## src/rtl/tetris_pkg.sv

```systemverilog
// rtl/tetris_pkg.sv - board geometry, 640x480 VGA timing constants and the RGB332 colour type
package tetris_pkg;

  localparam int BOARD_COLS  = 10;
  localparam int BOARD_ROWS  = 20;
  localparam int BOARD_CELLS = BOARD_COLS * BOARD_ROWS;

  localparam logic [9:0] H_VIS   = 10'd640;
  localparam logic [9:0] H_FP    = 10'd16;
  localparam logic [9:0] H_SYNC  = 10'd96;
  localparam logic [9:0] H_BP    = 10'd48;
  localparam logic [9:0] H_TOTAL = H_VIS + H_FP + H_SYNC + H_BP;

  localparam logic [9:0] V_VIS   = 10'd480;
  localparam logic [9:0] V_FP    = 10'd10;
  localparam logic [9:0] V_SYNC  = 10'd2;
  localparam logic [9:0] V_BP    = 10'd33;
  localparam logic [9:0] V_TOTAL = V_VIS + V_FP + V_SYNC + V_BP;

  typedef logic [7:0] rgb332_t;

endpackage

```

## src/rtl/vga_timing.sv

```systemverilog
// rtl/vga_timing.sv - pixel-enable divider, h/v scan counters and raw sync/visible flags
module vga_timing
  import tetris_pkg::*;
#(
  parameter int CLK_DIV = 4
) (
  input  logic       clk_i,
  input  logic       rst_ni,
  output logic       pe_o,
  output logic [9:0] h_o,
  output logic [9:0] v_o,
  output logic       hs_raw_o,
  output logic       vs_raw_o,
  output logic       vis_o
);

  localparam int               DIV_W    = (CLK_DIV > 1) ? $clog2(CLK_DIV) : 1;
  localparam logic [DIV_W-1:0] DIV_LAST = DIV_W'(CLK_DIV - 1);

  logic [DIV_W-1:0] div_q, div_d;
  logic [9:0]       h_q, h_d;
  logic [9:0]       v_q, v_d;
  logic             pe;
  logic             h_last;

  assign pe     = (div_q == DIV_LAST);
  assign h_last = (h_q == H_TOTAL - 10'd1);

  always_comb begin
    div_d = pe ? '0 : div_q + DIV_W'(1);
    h_d   = h_q;
    v_d   = v_q;
    if (pe) begin
      h_d = h_last ? 10'd0 : h_q + 10'd1;
      if (h_last) begin
        v_d = (v_q == V_TOTAL - 10'd1) ? 10'd0 : v_q + 10'd1;
      end
    end
  end

  always_ff @(posedge clk_i or negedge rst_ni) begin
    if (!rst_ni) begin
      div_q <= '0;
      h_q   <= 10'd0;
      v_q   <= 10'd0;
    end else begin
      div_q <= div_d;
      h_q   <= h_d;
      v_q   <= v_d;
    end
  end

  assign pe_o     = pe;
  assign h_o      = h_q;
  assign v_o      = v_q;
  assign hs_raw_o = !((h_q >= H_VIS + H_FP) && (h_q < H_VIS + H_FP + H_SYNC));
  assign vs_raw_o = !((v_q >= V_VIS + V_FP) && (v_q < V_VIS + V_FP + V_SYNC));
  assign vis_o    = (h_q < H_VIS) && (v_q < V_VIS);

endmodule

```

## src/rtl/tetris_vga_renderer.sv

```systemverilog
// rtl/tetris_vga_renderer.sv - draws a per-frame snapshot of the 10x20 board; TETRIS_GRID_EN adds grey cell grid lines
module tetris_vga_renderer
  import tetris_pkg::*;
#(
  parameter int      CLK_DIV    = 4,
  parameter int      BOARD_X    = 240,
  parameter int      BOARD_Y    = 80,
  parameter int      CELL_SHIFT = 4,
  parameter rgb332_t FILL_RGB   = 8'hFC,
  parameter rgb332_t EMPTY_RGB  = 8'h00,
  parameter rgb332_t BG_RGB     = 8'h25
) (
  input  logic                   Clk,
  input  logic                   Reset,
  input  logic [BOARD_CELLS-1:0] blocks,
  output logic                   hsync,
  output logic                   vsync,
  output rgb332_t                vga_rgb,
  output logic                   frame_tick
);

  localparam int BOARD_W = BOARD_COLS << CELL_SHIFT;
  localparam int BOARD_H = BOARD_ROWS << CELL_SHIFT;

  if ((BOARD_X < 0) || (BOARD_Y < 0) ||
      (BOARD_X + BOARD_W > int'(H_VIS)) || (BOARD_Y + BOARD_H > int'(V_VIS))) begin : g_geometry_check
    $error("tetris_vga_renderer: playfield does not fit inside the 640x480 visible area");
  end

  localparam logic [9:0] BX     = 10'(BOARD_X);
  localparam logic [9:0] BY     = 10'(BOARD_Y);
  localparam logic [9:0] BX_END = 10'(BOARD_X + BOARD_W);
  localparam logic [9:0] BY_END = 10'(BOARD_Y + BOARD_H);

  logic       pe, hs_raw, vs_raw, vis;
  logic [9:0] h, v;

  vga_timing #(
    .CLK_DIV (CLK_DIV)
  ) u_timing (
    .clk_i    (Clk),
    .rst_ni   (Reset),
    .pe_o     (pe),
    .h_o      (h),
    .v_o      (v),
    .hs_raw_o (hs_raw),
    .vs_raw_o (vs_raw),
    .vis_o    (vis)
  );

  // Board is latched only at the first pe of vertical blank so a frame never tears.
  logic                   snap_take;
  logic [BOARD_CELLS-1:0] snap_q;
  logic                   frame_tick_q;

  assign snap_take = pe && (h == 10'd0) && (v == V_VIS);

  logic [9:0] x_off, y_off;
  logic [3:0] col;
  logic [4:0] srow, row;
  logic [7:0] row8, idx_d;
  logic       in_board_d;

  assign x_off      = h - BX;
  assign y_off      = v - BY;
  assign in_board_d = (h >= BX) && (h < BX_END) && (v >= BY) && (v < BY_END);
  assign col        = 4'(x_off >> CELL_SHIFT);
  assign srow       = 5'(y_off >> CELL_SHIFT);
  assign row        = 5'(BOARD_ROWS - 1) - srow;
  assign row8       = {3'b000, row};
  assign idx_d      = in_board_d ? (row8 << 3) + (row8 << 1) + {4'b0000, col} : 8'd0;

`ifdef TETRIS_GRID_EN
  localparam logic [9:0] CELL_MASK = 10'((1 << CELL_SHIFT) - 1);
  localparam rgb332_t    GRID_RGB  = 8'h49;

  logic grid_d, grid1_q;

  assign grid_d = in_board_d &&
                  (((x_off & CELL_MASK) == 10'd0) || ((y_off & CELL_MASK) == 10'd0) ||
                   (h == BX_END - 10'd1) || (v == BY_END - 10'd1));

  always_ff @(posedge Clk or negedge Reset) begin
    if (!Reset) begin
      grid1_q <= 1'b0;
    end else if (pe) begin
      grid1_q <= grid_d;
    end
  end
`endif

  logic       vis1_q, inb1_q, hs1_q, vs1_q;
  logic [7:0] idx1_q;
  rgb332_t    rgb_d, rgb_q;
  logic       hs2_q, vs2_q;

  always_comb begin
    rgb_d = EMPTY_RGB;
    if (!vis1_q) begin
      rgb_d = 8'h00;
    end else if (!inb1_q) begin
      rgb_d = BG_RGB;
`ifdef TETRIS_GRID_EN
    end else if (grid1_q) begin
      rgb_d = GRID_RGB;
`endif
    end else if (snap_q[idx1_q]) begin
      rgb_d = FILL_RGB;
    end
  end

  always_ff @(posedge Clk or negedge Reset) begin
    if (!Reset) begin
      snap_q       <= '0;
      frame_tick_q <= 1'b0;
      vis1_q       <= 1'b0;
      inb1_q       <= 1'b0;
      idx1_q       <= 8'd0;
      hs1_q        <= 1'b1;
      vs1_q        <= 1'b1;
      rgb_q        <= 8'h00;
      hs2_q        <= 1'b1;
      vs2_q        <= 1'b1;
    end else begin
      frame_tick_q <= snap_take;
      if (snap_take) begin
        snap_q <= blocks;
      end
      if (pe) begin
        vis1_q <= vis;
        inb1_q <= in_board_d;
        idx1_q <= idx_d;
        hs1_q  <= hs_raw;
        vs1_q  <= vs_raw;
        rgb_q  <= rgb_d;
        hs2_q  <= hs1_q;
        vs2_q  <= vs1_q;
      end
    end
  end

  assign hsync      = hs2_q;
  assign vsync      = vs2_q;
  assign vga_rgb    = rgb_q;
  assign frame_tick = frame_tick_q;

endmodule
```

## config.mk

```make
export PLATFORM = sky130hd
export DESIGN_NAME = tetris_vga_renderer
export DESIGN_NICKNAME = d
export VERILOG_FILES = /design/src/rtl/tetris_pkg.sv /design/src/rtl/vga_timing.sv /design/src/rtl/tetris_vga_renderer.sv
export SDC_FILE = /design/constraint.sdc
export NUM_CORES = 1
export LEC_CHECK = 0
export CAP_MARGIN = 20
export CORE_ASPECT_RATIO = 0.5
export CORE_MARGIN = 5
export CORE_UTILIZATION = 48
export DETAILED_ROUTE_END_ITERATION = 8
export GPL_TIMING_DRIVEN = 1
export PLACE_DENSITY = 0.77
export SLEW_MARGIN = 25
export SYNTH_ARGS = -nofsm -noshare
export SYNTH_HDL_FRONTEND = slang
export SYNTH_SLANG_ARGS = --single-unit
```

## constraint.sdc

```tcl
create_clock -name Clk -period 2.9 [get_ports Clk]
set_clock_uncertainty 0.05 [all_clocks]
set_input_delay 0.435 -clock Clk [delete_from_list [all_inputs] [get_ports Clk]]
set_output_delay 0.435 -clock Clk [all_outputs]
set_load 0.05 [all_outputs]
```

==> summary.txt <==
Outcome - finished clean
Layout Cells excl Fill - 1,384
Maxcap violations - 0
IO Port Bufs - 211
Util after Layout - 0.629
Yosys cell types - 63
Critical Path End Type - flip-flop
DR vias/cell - 5.51
YS warnings - 0
Vias in the first global route - 8,506
Final min period - 2.82 ns
FF+latch count, synth - 240
Mapped cell area - 11,600 µm²
Routed length per placed instance - 21.4 µm
Syn Area/Cell - 14.0 µm²
H-tree depth - 1
First-pass GRT wire length - 47,000 µm
Fill count - 1,791
Switch share - 0.205
Power Dens Cells - 450 nW/µm²
Cts bufs inserted - 22
Via count - 7,621
Area grow syn2layout - 29.6%
Compound-Gate Fraction of Synth Area - 0.0552
Clock Tree Root - clkbuf_16
Worst hold stages - 1
Fin area - 15,000 µm²
Drt drc - 0
Core box area - 23,900 µm²
Slew HR - 0.559
Ports - 213
Starting Density - 0.485
Inst Count DP - 1,341
Post-Route Setup TNS - 0 ns
P_int - 5.37 mW
Crit path launch type - flip-flop
DIE WIDTH - 230 µm
CTS tree - built
Clock Path Buffers - 3
Drt total wl - 29,500 µm
Die area - 27,500 µm²
Die H - 120 µm
Sequential Area - 6020 µm²
First-pass DRT Iterations - 4
P_leak - 7.02 nW
Peak VDD IR - 0.000357 V
Hold WS - 0.395 ns
Post-Synth XOR/XNOR Area - 0.0151
Sequential share of power - 0.495
Initial antenna violation count - 2
Grt ovf - 0
Largest family of logic cells by synthesized area - multiplexers
Hold Fails Final Rpt - 0
Primary FF master, synth - dfrtp_1
Async S/R FF share, synth - 1.00
Multi-input logic area - 5190 µm²
Nets@finish - 1,280
DP HPWL - 22,100 µm
Worst-skew pair later-pin latency - 0.52 ns
Slew @ Worst Pin - 0.662 ns
Syn nets - 1,053
Hold Path Class - flip-flop to flip-flop
Crit path kind - flip-flop to flip-flop
Top fanout value on the critical path - 3
NetSw - 1.38 mW
Final Cycle Share - 0.974
Synth top area share - 0.510
Rows - 40
Largest net degree at the start of global routing - 80
Total Routing Usage GR - 0.215
Gate power share - 0.054
Ranking of synthesized cells by area - dfrtp_1 51%, mux2_1 19%, mux4_2 7.8%, ha_1 2.6%, mux2i_1 1.6%
R2R depth - 13
Clock-pin slew on the worst setup and hold paths - 0.07 ns
WP data required - 3.25 ns
CTS sink count - 240
Multiplexer share of the synthesized area - 0.296
GPL Wtd Cong - 0.817
Biggest area consumer among synthesized cells - dfrtp_1
DRT iter0 DRCs - 443
Adder-cell share of the synthesized area - 0.0294
Post-Synth Simple-Gate Area - 0.0459
Setup Viol. Count Final - 0
Part of the Yosys area used for sequential elements - 0.519
Clock power frac - 0.450
Antenna Violating Nets Remaining - 0
Max-slew violations - 0
Critical Path AT - 3.17 ns
DP Area - 14,200 µm²
FMAX - 354 MHz
Post-synth EDFFs - 0
Layout cells sized above 1 - 0.142
Cells after synthesis - 825
## area by class of cell
| cell class | count | share of cell area |
|---|---|---|
| diodes | 2 | 0.000334 |
| well taps | 315 | 0.0263 |
| flip-flops and latches | 240 | 0.401 |
| clock inverters | 6 | 0.00534 |
| repair buffers | 256 | 0.170 |
| clock buffers | 33 | 0.0449 |
| multi-input cells | 506 | 0.346 |
| inverters | 26 | 0.00650 |
## registers in the layout, indices dropped and copies added, names as in the netlist
| name | count |
|---|---|
| hsync | 1 |
| vis1_q | 1 |
| u_timing.div_q | 2 |
| frame_tick | 1 |
| u_timing.v_o | 10 |
| hs1_q | 1 |
| vga_rgb | 3 |
| snap_q | 200 |
| vsync | 1 |
| u_timing.h_o | 10 |
| idx1_q | 8 |
| inb1_q | 1 |
| vs1_q | 1 |
## metrics by stage
stage / power [mW] / worst slack, ns
floorplan: 3.42 / 0.0000271
global placement: 3.78 / -0.165
detailed placement: 3.78 / -0.147
CTS: 6.81 / 0.000411
global route: 6.95 / -0.0257
finish: 6.76 / 0.0766
## layout by cell type (no fill, tap or decap), drive strengths merged, types with 5 or more instances in the layout
| master | netlist | final |
|---|---|---|
| nor2b | 10 | 10 |
| mux4 | 40 | 40 |
| xnor2 | 12 | 12 |
| nand4 | 7 | 7 |
| ha | 24 | 24 |
| clkdlybuf4s50 | 0 | 210 |
| nand3 | 10 | 10 |
| a22o | 5 | 5 |
| dfrtp | 236 | 236 |
| nor2 | 20 | 20 |
| clkbuf | 11 | 33 |
| nor3 | 8 | 8 |
| xor2 | 8 | 8 |
| a22oi | 10 | 10 |
| inv | 26 | 26 |
| mux2i | 19 | 19 |
| nand2b | 6 | 6 |
| buf | 42 | 45 |
| mux2 | 208 | 208 |
| a21oi | 11 | 11 |
| o21ai | 22 | 22 |
| nand2 | 23 | 23 |
## per-layer routing
metal | track usage | vias up | part of all wire
met4 | 0.0454 | 0 | 0.016
li1 | - | 3481 | -
met2 | 0.380 | 158 | 0.51
met5 | 0 | - | 0
met3 | 0.0352 | 31 | 0.040
met1 | 0.282 | 3951 | 0.43
## cell usage after synthesis (4+ instances only)
cell type,count
xor2_1,8
buf_4,8
clkbuf_1,10
nand3_1,10
o21ai_0,14
dfrtp_1,236
nor2_1,20
nand2b_1,6
nand4_1,7
o21ai_1,8
mux2_2,8
buf_6,6
a21oi_1,11
mux2i_1,19
xnor2_1,12
o22ai_1,4
nor3_1,8
nor2b_1,9
mux2_1,200
mux4_2,40
and2_1,4
nand2_1,23
nor4_1,4
ha_1,24
a22o_1,5
dfstp_2,4
o2111ai_1,4
inv_1,26
a22oi_1,10
buf_2,24
## power groups by stage
stage / clock (mW) / combinational (mW) / sequential (mW)
after floorplan: 0 / 0.00640 / 3.41
after global placement: 0 / 0.368 / 3.41
after detailed placement: 0 / 0.371 / 3.41
after CTS: 3.08 / 0.375 / 3.35
after global routing: 3.21 / 0.394 / 3.34
final: 3.04 / 0.367 / 3.35
## kinds of logic (layout without fill, tap and decap cells)
family	Yosys count	count (layout)
AO/OA/AOI/OAI	89	89
XOR/XNOR	20	20
adder cells (fa/ha/maj)	26	26
buffers and inverters	79	321
flip-flops	240	240
multiplexers	267	267
other	1	3
AND/OR/NAND/NOR	103	103
## worst paths after layout
check | startpoint | to | slack, ns
max reg2reg | u_timing.v_o[4] | idx1_q[7] | 0.08
min in group asynchronous | Reset | snap_q[112] | 0.46
min reg2reg | u_timing.div_q[0] | u_timing.div_q[0] | 0.39
max | u_timing.v_o[4] | idx1_q[7] | 0.08
max in group asynchronous | Reset | hs1_q | 1.49
min | u_timing.div_q[0] | u_timing.div_q[0] | 0.39
## worst max-delay path: stages (launching register included)
cell	delay, ns
dfrtp_2	0.41
inv_2	0.08
ha_4	0.15
xnor2_2	0.12
inv_2	0.06
fa_1	0.53
inv_1	0.05
ha_1	0.29
a21o_1	0.17
a21oi_2	0.19
o21bai_1	0.11
a21oi_1	0.16
xnor2_1	0.08
a32o_1	0.25
## repair_timing
item | 4_1_cts | 5_1_grt
endpoints found under the setup margin | 3 | 3
hold buffers | 1 | 0
pin swaps | 1 | 5
setup buffers | 1 | 0
resized for setup | 1 | 12
hold endpoints to repair | 74 | 0
(Power assumes the default switching activity.)
